## config.mk

```make
export PLATFORM = sky130hd
export DESIGN_NAME = tx_arbiter
export DESIGN_NICKNAME = d
export VERILOG_FILES = /design/src/rtl/tx_arbiter_pkg.sv /design/src/rtl/tx_arbiter_reply_tag_fifo.sv /design/src/rtl/tx_arbiter.sv
export SDC_FILE = /design/constraint.sdc
export NUM_CORES = 1
export LEC_CHECK = 0
export ABC_AREA = 1
export ABC_CLOCK_PERIOD_IN_PS = 2670
export CORE_ASPECT_RATIO = 0.8
export CORE_UTILIZATION = 37
export DETAILED_ROUTE_END_ITERATION = 10
export MAX_ROUTING_LAYER = met4
export PLACE_DENSITY = 0.79
export SLEW_MARGIN = 20
export SYNTH_ARGS = -nofsm -noshare
export SYNTH_HDL_FRONTEND = slang
export SYNTH_HIERARCHICAL = 1
export SYNTH_SLANG_ARGS = --single-unit
```

## constraint.sdc

```tcl
create_clock -name clk -period 2.67 [get_ports clk]
set_input_delay 0.801 -clock clk [delete_from_list [all_inputs] [get_ports clk]]
set_output_delay 0.801 -clock clk [all_outputs]
set_load 0.03 [all_outputs]
```

## src/rtl/tx_arbiter_pkg.sv

```systemverilog
// Shared types and constants for the TX arbiter slice.
// Owner tags identify which requester issued a TX command.
package tx_arbiter_pkg;

    localparam int TX_CMD_BITS = 8;

    localparam logic TX_OWNER_SC = 1'b0;
    localparam logic TX_OWNER_PF = 1'b1;

    typedef enum logic [1:0] {
        TX_ARB_IDLE = 2'd0,
        TX_ARB_SC   = 2'd1,
        TX_ARB_PF   = 2'd2
    } tx_arb_state_e;

endpackage

```

## src/rtl/tx_arbiter_reply_tag_fifo.sv

```systemverilog
// In-order FIFO of 1-bit owner tags for commands awaiting a reply.
// Simultaneous push and pop is legal even when full.
module tx_arbiter_reply_tag_fifo #(
    parameter int DEPTH = 2
) (
    input  logic clk,
    input  logic reset,
    input  logic push,
    input  logic push_tag,
    input  logic pop,
    output logic head,
    output logic full,
    output logic empty
);

    localparam int AW = $clog2(DEPTH);
    localparam int CW = AW + 1;

    logic [DEPTH-1:0] mem_q, mem_d;
    logic [AW-1:0]    wr_ptr_q, wr_ptr_d;
    logic [AW-1:0]    rd_ptr_q, rd_ptr_d;
    logic [CW-1:0]    count_q, count_d;
    logic             do_push;
    logic             do_pop;

    assign full  = (count_q == CW'(DEPTH));
    assign empty = (count_q == '0);
    assign head  = mem_q[rd_ptr_q];

    // Next-state for storage, pointers and occupancy.
    always_comb begin
        mem_d    = mem_q;
        wr_ptr_d = wr_ptr_q;
        rd_ptr_d = rd_ptr_q;
        count_d  = count_q;
        do_pop   = pop && !empty;
        do_push  = push && (!full || do_pop);
        if (do_push) begin
            mem_d[wr_ptr_q] = push_tag;
            wr_ptr_d        = wr_ptr_q + AW'(1);
        end
        if (do_pop) begin
            rd_ptr_d = rd_ptr_q + AW'(1);
        end
        if (do_push && !do_pop) begin
            count_d = count_q + CW'(1);
        end else if (do_pop && !do_push) begin
            count_d = count_q - CW'(1);
        end
    end

    // Register FIFO state; reset empties it.
    always_ff @(posedge clk) begin
        if (reset) begin
            mem_q    <= '0;
            wr_ptr_q <= '0;
            rd_ptr_q <= '0;
            count_q  <= '0;
        end else begin
            mem_q    <= mem_d;
            wr_ptr_q <= wr_ptr_d;
            rd_ptr_q <= rd_ptr_d;
            count_q  <= count_d;
        end
    end

endmodule

```

## src/rtl/tx_arbiter.sv

```systemverilog
// Arbitrates the TX serializer between scheduler and prefetcher,
// and steers each RX reply back to the requester that asked for it.
module tx_arbiter
    import tx_arbiter_pkg::*;
#(
    parameter int NSHIFT   = 2,
    parameter int CMD_BITS = TX_CMD_BITS,
    parameter int MAX_OUT  = 2
) (
    input  logic                clk,
    input  logic                reset,
    input  logic                sc_cmd_valid,
    input  logic [CMD_BITS-1:0] sc_cmd,
    input  logic                sc_reply_wanted,
    input  logic                sc_reserve,
    input  logic [NSHIFT-1:0]   sc_data,
    output logic                sc_cmd_started,
    output logic                sc_data_next,
    input  logic                pf_cmd_valid,
    input  logic [CMD_BITS-1:0] pf_cmd,
    input  logic                pf_reply_wanted,
    input  logic [NSHIFT-1:0]   pf_data,
    output logic                pf_cmd_started,
    output logic                pf_data_next,
    output logic                tx_command_valid,
    output logic [CMD_BITS-1:0] tx_command,
    output logic                tx_reply_wanted,
    output logic [NSHIFT-1:0]   tx_data,
    input  logic                tx_command_started,
    input  logic                tx_data_next,
    input  logic                tx_done,
    input  logic                rx_started,
    input  logic                rx_done,
    output logic                rx_to_sc,
    output logic                rx_to_pf,
    output logic                reply_overflow_err
);

    tx_arb_state_e state_q, state_d;
    logic          rx_busy_q, rx_busy_d;
    logic          rx_owner_q, rx_owner_d;
    logic          err_q, err_d;

    logic          fifo_push;
    logic          fifo_tag;
    logic          fifo_pop;
    logic          fifo_head;
    logic          fifo_full;
    logic          fifo_empty;
    logic          sc_pick;
    logic          pf_pick;
    logic          grant_ok;
    logic          rx_owner_now;
    logic          rx_active;

    tx_arbiter_reply_tag_fifo #(
        .DEPTH (MAX_OUT)
    ) u_tags (
        .clk      (clk),
        .reset    (reset),
        .push     (fifo_push),
        .push_tag (fifo_tag),
        .pop      (fifo_pop),
        .head     (fifo_head),
        .full     (fifo_full),
        .empty    (fifo_empty)
    );

    // Grant selection, payload muxing and FSM next state.
    always_comb begin
        state_d          = state_q;
        sc_cmd_started   = 1'b0;
        pf_cmd_started   = 1'b0;
        sc_data_next     = 1'b0;
        pf_data_next     = 1'b0;
        tx_command_valid = 1'b0;
        tx_command       = '0;
        tx_reply_wanted  = 1'b0;
        tx_data          = '0;
        fifo_push        = 1'b0;
        fifo_tag         = TX_OWNER_SC;
        grant_ok         = 1'b0;
        sc_pick          = sc_cmd_valid;
        pf_pick          = pf_cmd_valid && !sc_cmd_valid && !sc_reserve;
        unique case (state_q)
            TX_ARB_IDLE: begin
                if (sc_pick) begin
                    tx_command      = sc_cmd;
                    tx_reply_wanted = sc_reply_wanted;
                    grant_ok        = !(sc_reply_wanted && fifo_full);
                end else if (pf_pick) begin
                    tx_command      = pf_cmd;
                    tx_reply_wanted = pf_reply_wanted;
                    grant_ok        = !(pf_reply_wanted && fifo_full);
                end
                tx_command_valid = grant_ok;
                if (grant_ok && tx_command_started) begin
                    fifo_push      = tx_reply_wanted;
                    fifo_tag       = sc_pick ? TX_OWNER_SC : TX_OWNER_PF;
                    sc_cmd_started = sc_pick;
                    pf_cmd_started = !sc_pick;
                    state_d        = sc_pick ? TX_ARB_SC : TX_ARB_PF;
                end
            end
            TX_ARB_SC: begin
                tx_command      = sc_cmd;
                tx_reply_wanted = sc_reply_wanted;
                tx_data         = sc_data;
                sc_data_next    = tx_data_next;
                if (tx_done) begin
                    state_d = TX_ARB_IDLE;
                end
            end
            TX_ARB_PF: begin
                tx_command      = pf_cmd;
                tx_reply_wanted = pf_reply_wanted;
                tx_data         = pf_data;
                pf_data_next    = tx_data_next;
                if (tx_done) begin
                    state_d = TX_ARB_IDLE;
                end
            end
            default: begin
                state_d = TX_ARB_IDLE;
            end
        endcase
    end

    // Reply steering: head tag is used directly in the rx_started cycle.
    always_comb begin
        fifo_pop     = rx_started && !fifo_empty;
        rx_busy_d    = rx_busy_q;
        rx_owner_d   = rx_owner_q;
        err_d        = err_q || (rx_started && fifo_empty);
        rx_active    = rx_busy_q;
        rx_owner_now = rx_owner_q;
        if (rx_started) begin
            rx_active    = !fifo_empty;
            rx_owner_now = fifo_head;
            rx_busy_d    = !fifo_empty && !rx_done;
            rx_owner_d   = fifo_head;
        end else if (rx_done) begin
            rx_busy_d = 1'b0;
        end
        rx_to_sc           = rx_active && (rx_owner_now == TX_OWNER_SC);
        rx_to_pf           = rx_active && (rx_owner_now == TX_OWNER_PF);
        reply_overflow_err = err_q;
    end

    // State, reply owner and sticky error registers.
    always_ff @(posedge clk) begin
        if (reset) begin
            state_q    <= TX_ARB_IDLE;
            rx_busy_q  <= 1'b0;
            rx_owner_q <= TX_OWNER_SC;
            err_q      <= 1'b0;
        end else begin
            state_q    <= state_d;
            rx_busy_q  <= rx_busy_d;
            rx_owner_q <= rx_owner_d;
            err_q      <= err_d;
        end
    end

endmodule

```

; Word-level counts from Yosys, hierarchy flattened
; Index checks and enable logic that the tools add are counted.
[word_totals]
output_inout_bits = 19
word_cells = 90
regBits = 11
in_bits = 32
[op_classes]
n_addsub = 4
magnitude_cmp = 3
reduce_logical = 32
mux = 37
bitwise = 1
n_eq_ne = 5
[op_table]
columns = cell, count
row1 = $mux W1, 24
row2 = $pmux W8 S3, 1
row3 = $mux W8, 2
row4 = $logic_and A1 B1 Y1, 15
row5 = $mux W2, 5
row6 = $logic_not A1 Y1, 9
row7 = $pmux W2 S2, 2
row8 = $eq A2 B2 Y1 const B, 2
row9 = $logic_not A2 Y1, 2
row10 = $lt A1 B2 Y1 const B, 2
row11 = $reduce_bool A2 Y1, 2
row12 = $pmux W1 S3, 1
row13 = $add A1 B1 Y1 const B, 2
row14 = $add A2 B1 Y2 const B, 1
row15 = $bwmux W2, 1
row16 = $eq A2 B1 Y1 const B, 1
row17 = $logic_or A1 B1 Y1, 2
row18 = $ne A2 B1 Y1 const B, 1
row19 = $ne A2 B2 Y1 const B, 1
row20 = $reduce_and A2 Y1, 1
row21 = $reduce_or A2 Y1, 1
row22 = $sub A2 B1 Y2 const B, 1
row23 = $demux W1 S1, 1
row24 = $ge A1 B1 Y1 const B, 1
row25 = $not A1 Y1, 1

; Longest topological paths before layout
; Gate-level depths: netlist of the first run.
[logic_depth]
word_depth = 14
mapped_depth = 16
mapped_depth_nobuf = 16

; Hierarchy
; The synthesis of the first run kept the hierarchy.
[modules_own_cells]
columns = module, seq_area_each_um2, instances, cells_each, area_per_inst_um2
row1 = tx_arbiter, 100.1, 1, 94, 541.8
row2 = tx_arbiter_reply_tag_fifo, 120.1, 1, 51, 326.6

; Worst setup path before layout of the first run
; No wires, ideal clock.
[synth_path]
kind = input port to output port
start = input sc_cmd_valid
end = output tx_command[0]
t_required_ns = 1.869
path_stages = 5
arrival_ns = 1.703
setup_slack_ns = 0.166
path_cell_list = inv_1 nand4_1 nand2_1 nand2_1 a21oi_1
[synth_via]
elab_chain_cells = 6
[synth_rtl]
columns = element, line
row1 = start: declaration, tx_arbiter.sv:12  ; input logic sc_cmd_valid,
row2 = $logic_not A1 Y1, tx_arbiter.sv:84  ; pf_pick = pf_cmd_valid && !sc_cmd_valid && !sc_reserve;
row3 = $logic_and A1 B1 Y1 (2 in series), tx_arbiter.sv:84
row4 = $mux W8, tx_arbiter.sv:91  ; end else if (pf_pick) begin
row5 = $mux W8 *, tx_arbiter.sv:87  ; if (sc_pick) begin
row6 = $pmux W8 S3 *, tx_arbiter.sv:85  ; unique case (state_q)
row7 = end: declaration, tx_arbiter.sv:26  ; output logic [CMD_BITS-1:0] tx_command,
; Mark *: on every way between the ends. The rest lies on a longest branch, timed or not.

; Final worst setup path of the first run
[layout_path]
start = input sc_reserve
end = output tx_reply_wanted
[layout_via]
elab_chain_cells = 5
[layout_rtl]
columns = element, line
row1 = start: declaration, tx_arbiter.sv:15  ; input logic sc_reserve,
row2 = $logic_not A1 Y1, tx_arbiter.sv:84
row3 = $logic_and A1 B1 Y1, tx_arbiter.sv:84
row4 = $mux W1, tx_arbiter.sv:91
row5 = $mux W1, tx_arbiter.sv:87
row6 = $pmux W1 S3, tx_arbiter.sv:85
row7 = end: declaration, tx_arbiter.sv:27  ; output logic tx_reply_wanted,
; No other way between the ends.

==> results of run 1 <==
[state kept, by name (all words and copies together), names as in the netlist]
name	cells
reply_overflow_err	1
rx_busy_q	1
rx_owner_q	1
state_q	2
u_tags/count_q	2
u_tags/mem_q	2
u_tags/rd_ptr_q	1
u_tags/wr_ptr_q	1
[final timing paths]
path,start,to,slack [ns]
max,sc_reserve,tx_reply_wanted,0.07
min,reply_overflow_err$_SDFF_PP0_,reply_overflow_err$_SDFF_PP0_,0.46
max reg2reg,state_q[1]$_SDFFE_PP0P_,u_tags/count_q[1]$_SDFFE_PP0P_,0.43
min reg2reg,reply_overflow_err$_SDFF_PP0_,reply_overflow_err$_SDFF_PP0_,0.46
[logic make-up after synthesis]
logic type	count (synthesis)
flip-flops	11
adder cells (fa/ha/maj)	5
AO/OA/AOI/OAI	25
buffers and inverters	31
AND/OR/NAND/NOR	73
[final cells by class]
type	count	share of cell area [%]
clock buffer	4	1.71
inverter	30	7.33
multi-input combinational	103	37.6
sequential	11	14.3
tap	25	2.04
timing repair buffer	64	37.0
[worst register-to-register path: cells and delay by family (launching register included)]
family | cells | cell delay [ns]
and+or+nand+nor | 7 | 0.69
buffers and inverters | 6 | 0.58
adders and majority gates | 2 | 0.43
DFF | 1 | 0.35
AOI/OAI and AO/OA | 1 | 0.12
[timing repair]
item,CTS,global route
gates resized for setup,15,15
hold buffers,0,0
cloned,0,0
endpoints found under the setup margin,14,14
buffers inserted,1,2
pin swaps,4,6
[through the flow]
stage                     cell area (sq um)  power (mW)
after global routing                   1540       0.618
final                                  1540       0.580
after global placement                 1440       0.442
after floorplan                         868       0.323
after detailed placement               1440       0.449
after CTS                              1490       0.572
[per-layer routing]
metal | routed length, microns | vias up
li1 | - | 587
met4 | 16 | 0
met5 | 0 | -
met2 | 1300 | 41
met3 | 209 | 2
met1 | 1160 | 498
[synth_stat cells]
cell / count / share of area [%]
nand2_2: 1 / 0.72
or2_1: 1 / 0.72
dfxtp_1: 11 / 25
nand3_4: 1 / 2.0
nor3_1: 1 / 0.58
o21ai_0: 5 / 2.9
o21bai_1: 1 / 0.86
buf_1: 1 / 0.43
nor2_4: 1 / 1.3
a21oi_2: 1 / 1.0
inv_1: 29 / 13
o22ai_1: 2 / 1.4
nor2_2: 1 / 0.72
ha_1: 5 / 7.2
inv_2: 1 / 0.43
nand3_2: 2 / 2.3
nand4_1: 3 / 2.2
nand3_1: 4 / 2.3
or2_2: 1 / 0.72
a21oi_1: 15 / 8.6
and3_2: 1 / 0.86
o21ai_1: 1 / 0.58
nand2_1: 45 / 19
nor2_1: 11 / 4.8
[power by group through the flow]
stage	Combinational [mW]	Sequential (mW)	Clock (mW)
after global routing	0.305	0.183	0.129
after global placement	0.258	0.184	0
final	0.282	0.182	0.116
after detailed placement	0.264	0.185	0
after CTS	0.271	0.181	0.120
after floorplan	0.137	0.186	0
==> results.json, run 1 <==
{
  "synth_xor_area_share_pct": 0,
  "seq_power_share_pct": 31.3,
  "cp_cell_sequence": "clkdlybuf4s15_1, inv_1, nand4_1, buf_4, o22ai_4, o21bai_1, inv_1, buf_6",
  "wirelength_microns": 2690,
  "pre_cts_ws_ns": -0.502,
  "p_per_area_nw_per_um2": 377,
  "regArea_sq_um": 220,
  "hold_violations": 0,
  "p_leak_nw": 0.742,
  "clock_power_share_pct": 20.1,
  "path_buf_inv": 5,
  "route.detailed.drc": 0,
  "tightest_slew_ns": 0.363,
  "hold_depth": 2,
  "min_period_over_period_pct": 97.4,
  "via_per_inst": 4.76,
  "fp.dieH_microns": 45.3,
  "cts_root_buf": "clkbuf_4",
  "clk_pin_slew_ns": 0.07,
  "final_antenna_net_count": 0,
  "rsz0062_at_grt": "no",
  "fp-row-count": 15,
  "grt_overflow": 0,
  "swShare_pct": 37.5,
  "drt_first_iter_violations": 53,
  "worst-r2r-cell-count": 16,
  "synth_area_sq_um": 868,
  "drt-pass1-iter-count": 4,
  "via_count": 1128,
  "synth_top_family_by_area": "simple AND/OR/NAND/NOR gates",
  "synth-seq-cells": 11,
  "status": "complete, no violations",
  "cpMostUsedCell": "inv_1",
  "clockBufferDepth": 2,
  "muxShareOfSynthArea_pct": 0,
  "clock_latency_ns": 0.27,
  "pin_count": 51,
  "synth.distinct_cells": 24,
  "yosysWarnings": 6,
  "synthSimpleGateAreaFrac_pct": 38.6,
  "drive_gt1_share_pct": 26.4,
  "grt.met3_usage_pct": 6.59,
  "dp_cells": 230,
  "holdWs_ns": 0.460,
  "crit_required_ns": 1.87,
  "cp_max_fo": 2,
  "fin_tns_setup_ns": 0,
  "layout.cells.non_filler": 237,
  "critPathSlowestCell": "buf_4",
  "fin_ws_ns": 0.0694,
  "postSynthAreaPerCell_sq_um": 5.99,
  "grt_pass1_wl_microns": 4350,
  "path_depth": 8,
  "layout_commonest_cell": "nand2_1",
  "syn_nets": 182,
  "power.switching_mw": 0.218,
  "die_w_microns": 56.2,
  "criticalPathCategory": "in2out",
  "intPower_mw": 0.362,
  "end_kind": "output pin",
  "yosys.area_share.adder_pct": 7.20,
  "finalMaxSlewViolations": 0,
  "synth_compound_area_share_pct": 15.4,
  "grt_use_total_pct": 22.5,
  "startpoint_type": "input pin",
  "grt_max_degree": 10,
  "synthCells": 145,
  "final.min_clock_period_ns": 2.60,
  "cts_tree": "yes",
  "grt-busiest-layer": "met2",
  "slew_headroom_pct": 75.8,
  "cap_viol_max_count": 0,
  "fillerInstances": 188,
  "grt_pass1_vias": 1107,
  "num-nets-final": 250,
  "irDropWorstVdd_v": 0.000361,
  "cp.arrival_ns": 1.80,
  "use_met2_pct": 40.2,
  "cts_sinks": 11,
  "syn2layout_area_growth_pct": 76.9,
  "final_util_pct": 70.6,
  "synth_seq_area_share_pct": 25.4,
  "grt_use_met1_pct": 25.8,
  "place_congestion": 0.803,
  "multi_input_area_sq_um": 578,
  "portBuffers": 50,
  "hpwl_microns": 2130,
  "h-tree-depth": 1,
  "hold_class": "reg2reg",
  "die-area_sq_um": 2550,
  "num_antenna_cells": 0,
  "final_cell_mix": "nand2_1, buf_4, inv_1",
  "critical-path-top-delay-family": "buffers and inverters",
  "fmaxAchievable_mhz": 385,
  "numCtsBuffers": 3,
  "fin_skew_ns": 0.000393,
  "finalSetupViolations": 0,
  "wl_per_cell_microns": 11.3,
  "core_sq_um": 2180,
  "slowest_delay_ns": 0.19,
  "pwr-share-comb_pct": 48.6,
  "start_util_pct": 39.9,
  "antenna_found_initial": 0
}
(Power assumes the default switching activity.)
==> run 2, diff against run 1 <==
--- a/config.mk
+++ b/config.mk
@@ -17,3 +17,4 @@
 export SYNTH_HDL_FRONTEND = slang
 export SYNTH_HIERARCHICAL = 1
 export SYNTH_SLANG_ARGS = --single-unit
+export TNS_END_PERCENT = 20
==> results.json, run 2 (same netlist as run 1, synthesis figures left out) <==
{
  "status": "complete, no violations",
  "clockBufferDepth": 2,
  "place_congestion": 0.803,
  "placed_cell_area_sq_um": 1440,
  "final.min_clock_period_ns": 2.55,
  "criticalPathCategory": "in2out",
  "via_per_inst": 4.75,
  "finalSetupViolations": 0,
  "grt-busiest-layer": "met2",
  "route.detailed.drc": 0,
  "core_sq_um": 2180,
  "h-tree-depth": 1,
  "via_count": 1122,
  "grt_overflow": 0,
  "hold_class": "reg2reg",
  "use_met2_pct": 38.6,
  "hpwl_microns": 2130,
  "drive_gt1_share_pct": 30.3,
  "slew_headroom_pct": 65.2,
  "die-area_sq_um": 2550,
  "finalInstanceArea_sq_um": 1580,
  "pwr-share-comb_pct": 49.8,
  "drt_first_iter_violations": 58,
  "grt_max_degree": 10,
  "largestRegisters": "state_q x2, u_tags/count_q x2, u_tags/mem_q x2",
  "end_kind": "output pin",
  "die_w_microns": 56.2,
  "final_antenna_net_count": 0,
  "fin_skew_ns": 0.00119,
  "grt.met3_usage_pct": 6.59,
  "rsz0062_at_grt": "no",
  "wirelength_microns": 2840,
  "numCtsBuffers": 3,
  "clock_latency_ns": 0.27,
  "fillerInstances": 177,
  "regArea_sq_um": 220,
  "clock_power_share_pct": 19.6,
  "cp_max_fo": 3,
  "cts_sinks": 11,
  "grt_pass1_wl_microns": 4240,
  "hold_violations": 0,
  "min_period_over_period_pct": 95.4,
  "cap_viol_max_count": 0,
  "pin_count": 51,
  "multi_input_area_sq_um": 609,
  "num_antenna_cells": 0,
  "wl_per_cell_microns": 12.0,
  "startpoint_type": "input pin",
  "final_cell_mix": "nand2_1, inv_1, clkdlybuf4s50_1",
  "num-nets-final": 249,
  "clk_pin_slew_ns": 0.07,
  "fp-row-count": 15,
  "fmaxAchievable_mhz": 393,
  "cts_tree": "yes",
  "tightest_slew_ns": 0.522,
  "hold_buffers": 0,
  "antenna_found_initial": 0,
  "p_leak_nw": 0.760,
  "grt_use_met1_pct": 25.3,
  "syn2layout_area_growth_pct": 81.7,
  "power.switching_mw": 0.225,
  "final_util_pct": 72.5,
  "crit_required_ns": 1.87,
  "drt-pass1-iter-count": 4,
  "finalMaxSlewViolations": 0,
  "seq_power_share_pct": 30.6,
  "power_mw": 0.594,
  "cts_root_buf": "clkbuf_4",
  "fp.dieH_microns": 45.3,
  "p_per_area_nw_per_um2": 376,
  "portBuffers": 50,
  "grt_pass1_vias": 1060,
  "irDropWorstVdd_v": 0.000358,
  "intPower_mw": 0.369,
  "r2r_slack_ns": 0.43,
  "cp.arrival_ns": 1.75,
  "grt_use_total_pct": 22.0,
  "swShare_pct": 37.8,
  "layout_commonest_cell": "nand2_1",
  "start_util_pct": 39.9
}
[run 2: power by group through the flow]
stage / combinational, mW / sequential [mW] / clock [mW]
6_report: 0.296 / 0.182 / 0.116
2_1_floorplan: 0.137 / 0.186 / 0
3_3_place_gp: 0.258 / 0.184 / 0
5_1_grt: 0.318 / 0.183 / 0.129
4_1_cts: 0.272 / 0.181 / 0.120
3_5_place_dp: 0.264 / 0.185 / 0
[run 2: metrics by stage]
step	TNS [ns]	worst slack, ns	std cells	hold WS (ns)
global route	0	0.0271	236	0.501
CTS	-0.737	-0.108	234	0.467
finish	0	0.123	236	0.461
detailed placement	-2.82	-0.502	230	0.457
floorplan	0	0.166	145	0.448
global placement	-2.33	-0.418	230	0.439
[run 2: worst max-delay path, stage by stage]
cell and delay (ns):
clkbuf_2 0.12, inv_2 0.06, nand4_1 0.16, buf_4 0.19
o22ai_4 0.13, o21bai_1 0.10, inv_1 0.07, buf_6 0.12
[run 2: final timing paths]
| kind | startpoint | to | cells past startpoint |
|---|---|---|---|
| setup / recovery | sc_cmd_valid | tx_reply_wanted | 8 |
| setup reg to reg | state_q[1]$_SDFFE_PP0P_ | u_tags/count_q[1]$_SDFFE_PP0P_ | 16 |
| hold / removal | reply_overflow_err$_SDFF_PP0_ | reply_overflow_err$_SDFF_PP0_ | 2 |
| hold reg to reg | reply_overflow_err$_SDFF_PP0_ | reply_overflow_err$_SDFF_PP0_ | 2 |
[run 2: timing repair]
action | CTS | global route
gates resized for setup | 12 | 29
setup buffers | 0 | 2
pin swaps | 1 | 9
setup endpoints to repair | 14 | 14
[run 2: area by class of cell]
type	count	share of cell area, %
Multi-Input combinational cell	103	38.6
Tap cell	25	1.98
Clock buffer	4	1.67
Timing Repair Buffer	63	36.6
Inverter	30	7.14
Sequential cell	11	14.0
[run 2: layer usage]
layer  vias to the layer above  part of all wire [%]
li1                        585                     -
met3                         2                   6.8
met1                       499                    42
met5                         -                     0
met4                         0                  0.49
met2                        36                    51
==> run 3, diff against run 2 <==
--- a/config.mk
+++ b/config.mk
@@ -7,6 +7,7 @@
 export LEC_CHECK = 0
 export ABC_AREA = 1
 export ABC_CLOCK_PERIOD_IN_PS = 2670
+export CAP_MARGIN = 20
 export CORE_ASPECT_RATIO = 0.8
 export CORE_UTILIZATION = 37
 export DETAILED_ROUTE_END_ITERATION = 10
==> results of run 3 <==
No change in the layout: final DEF, timing and power equal those of run 2.
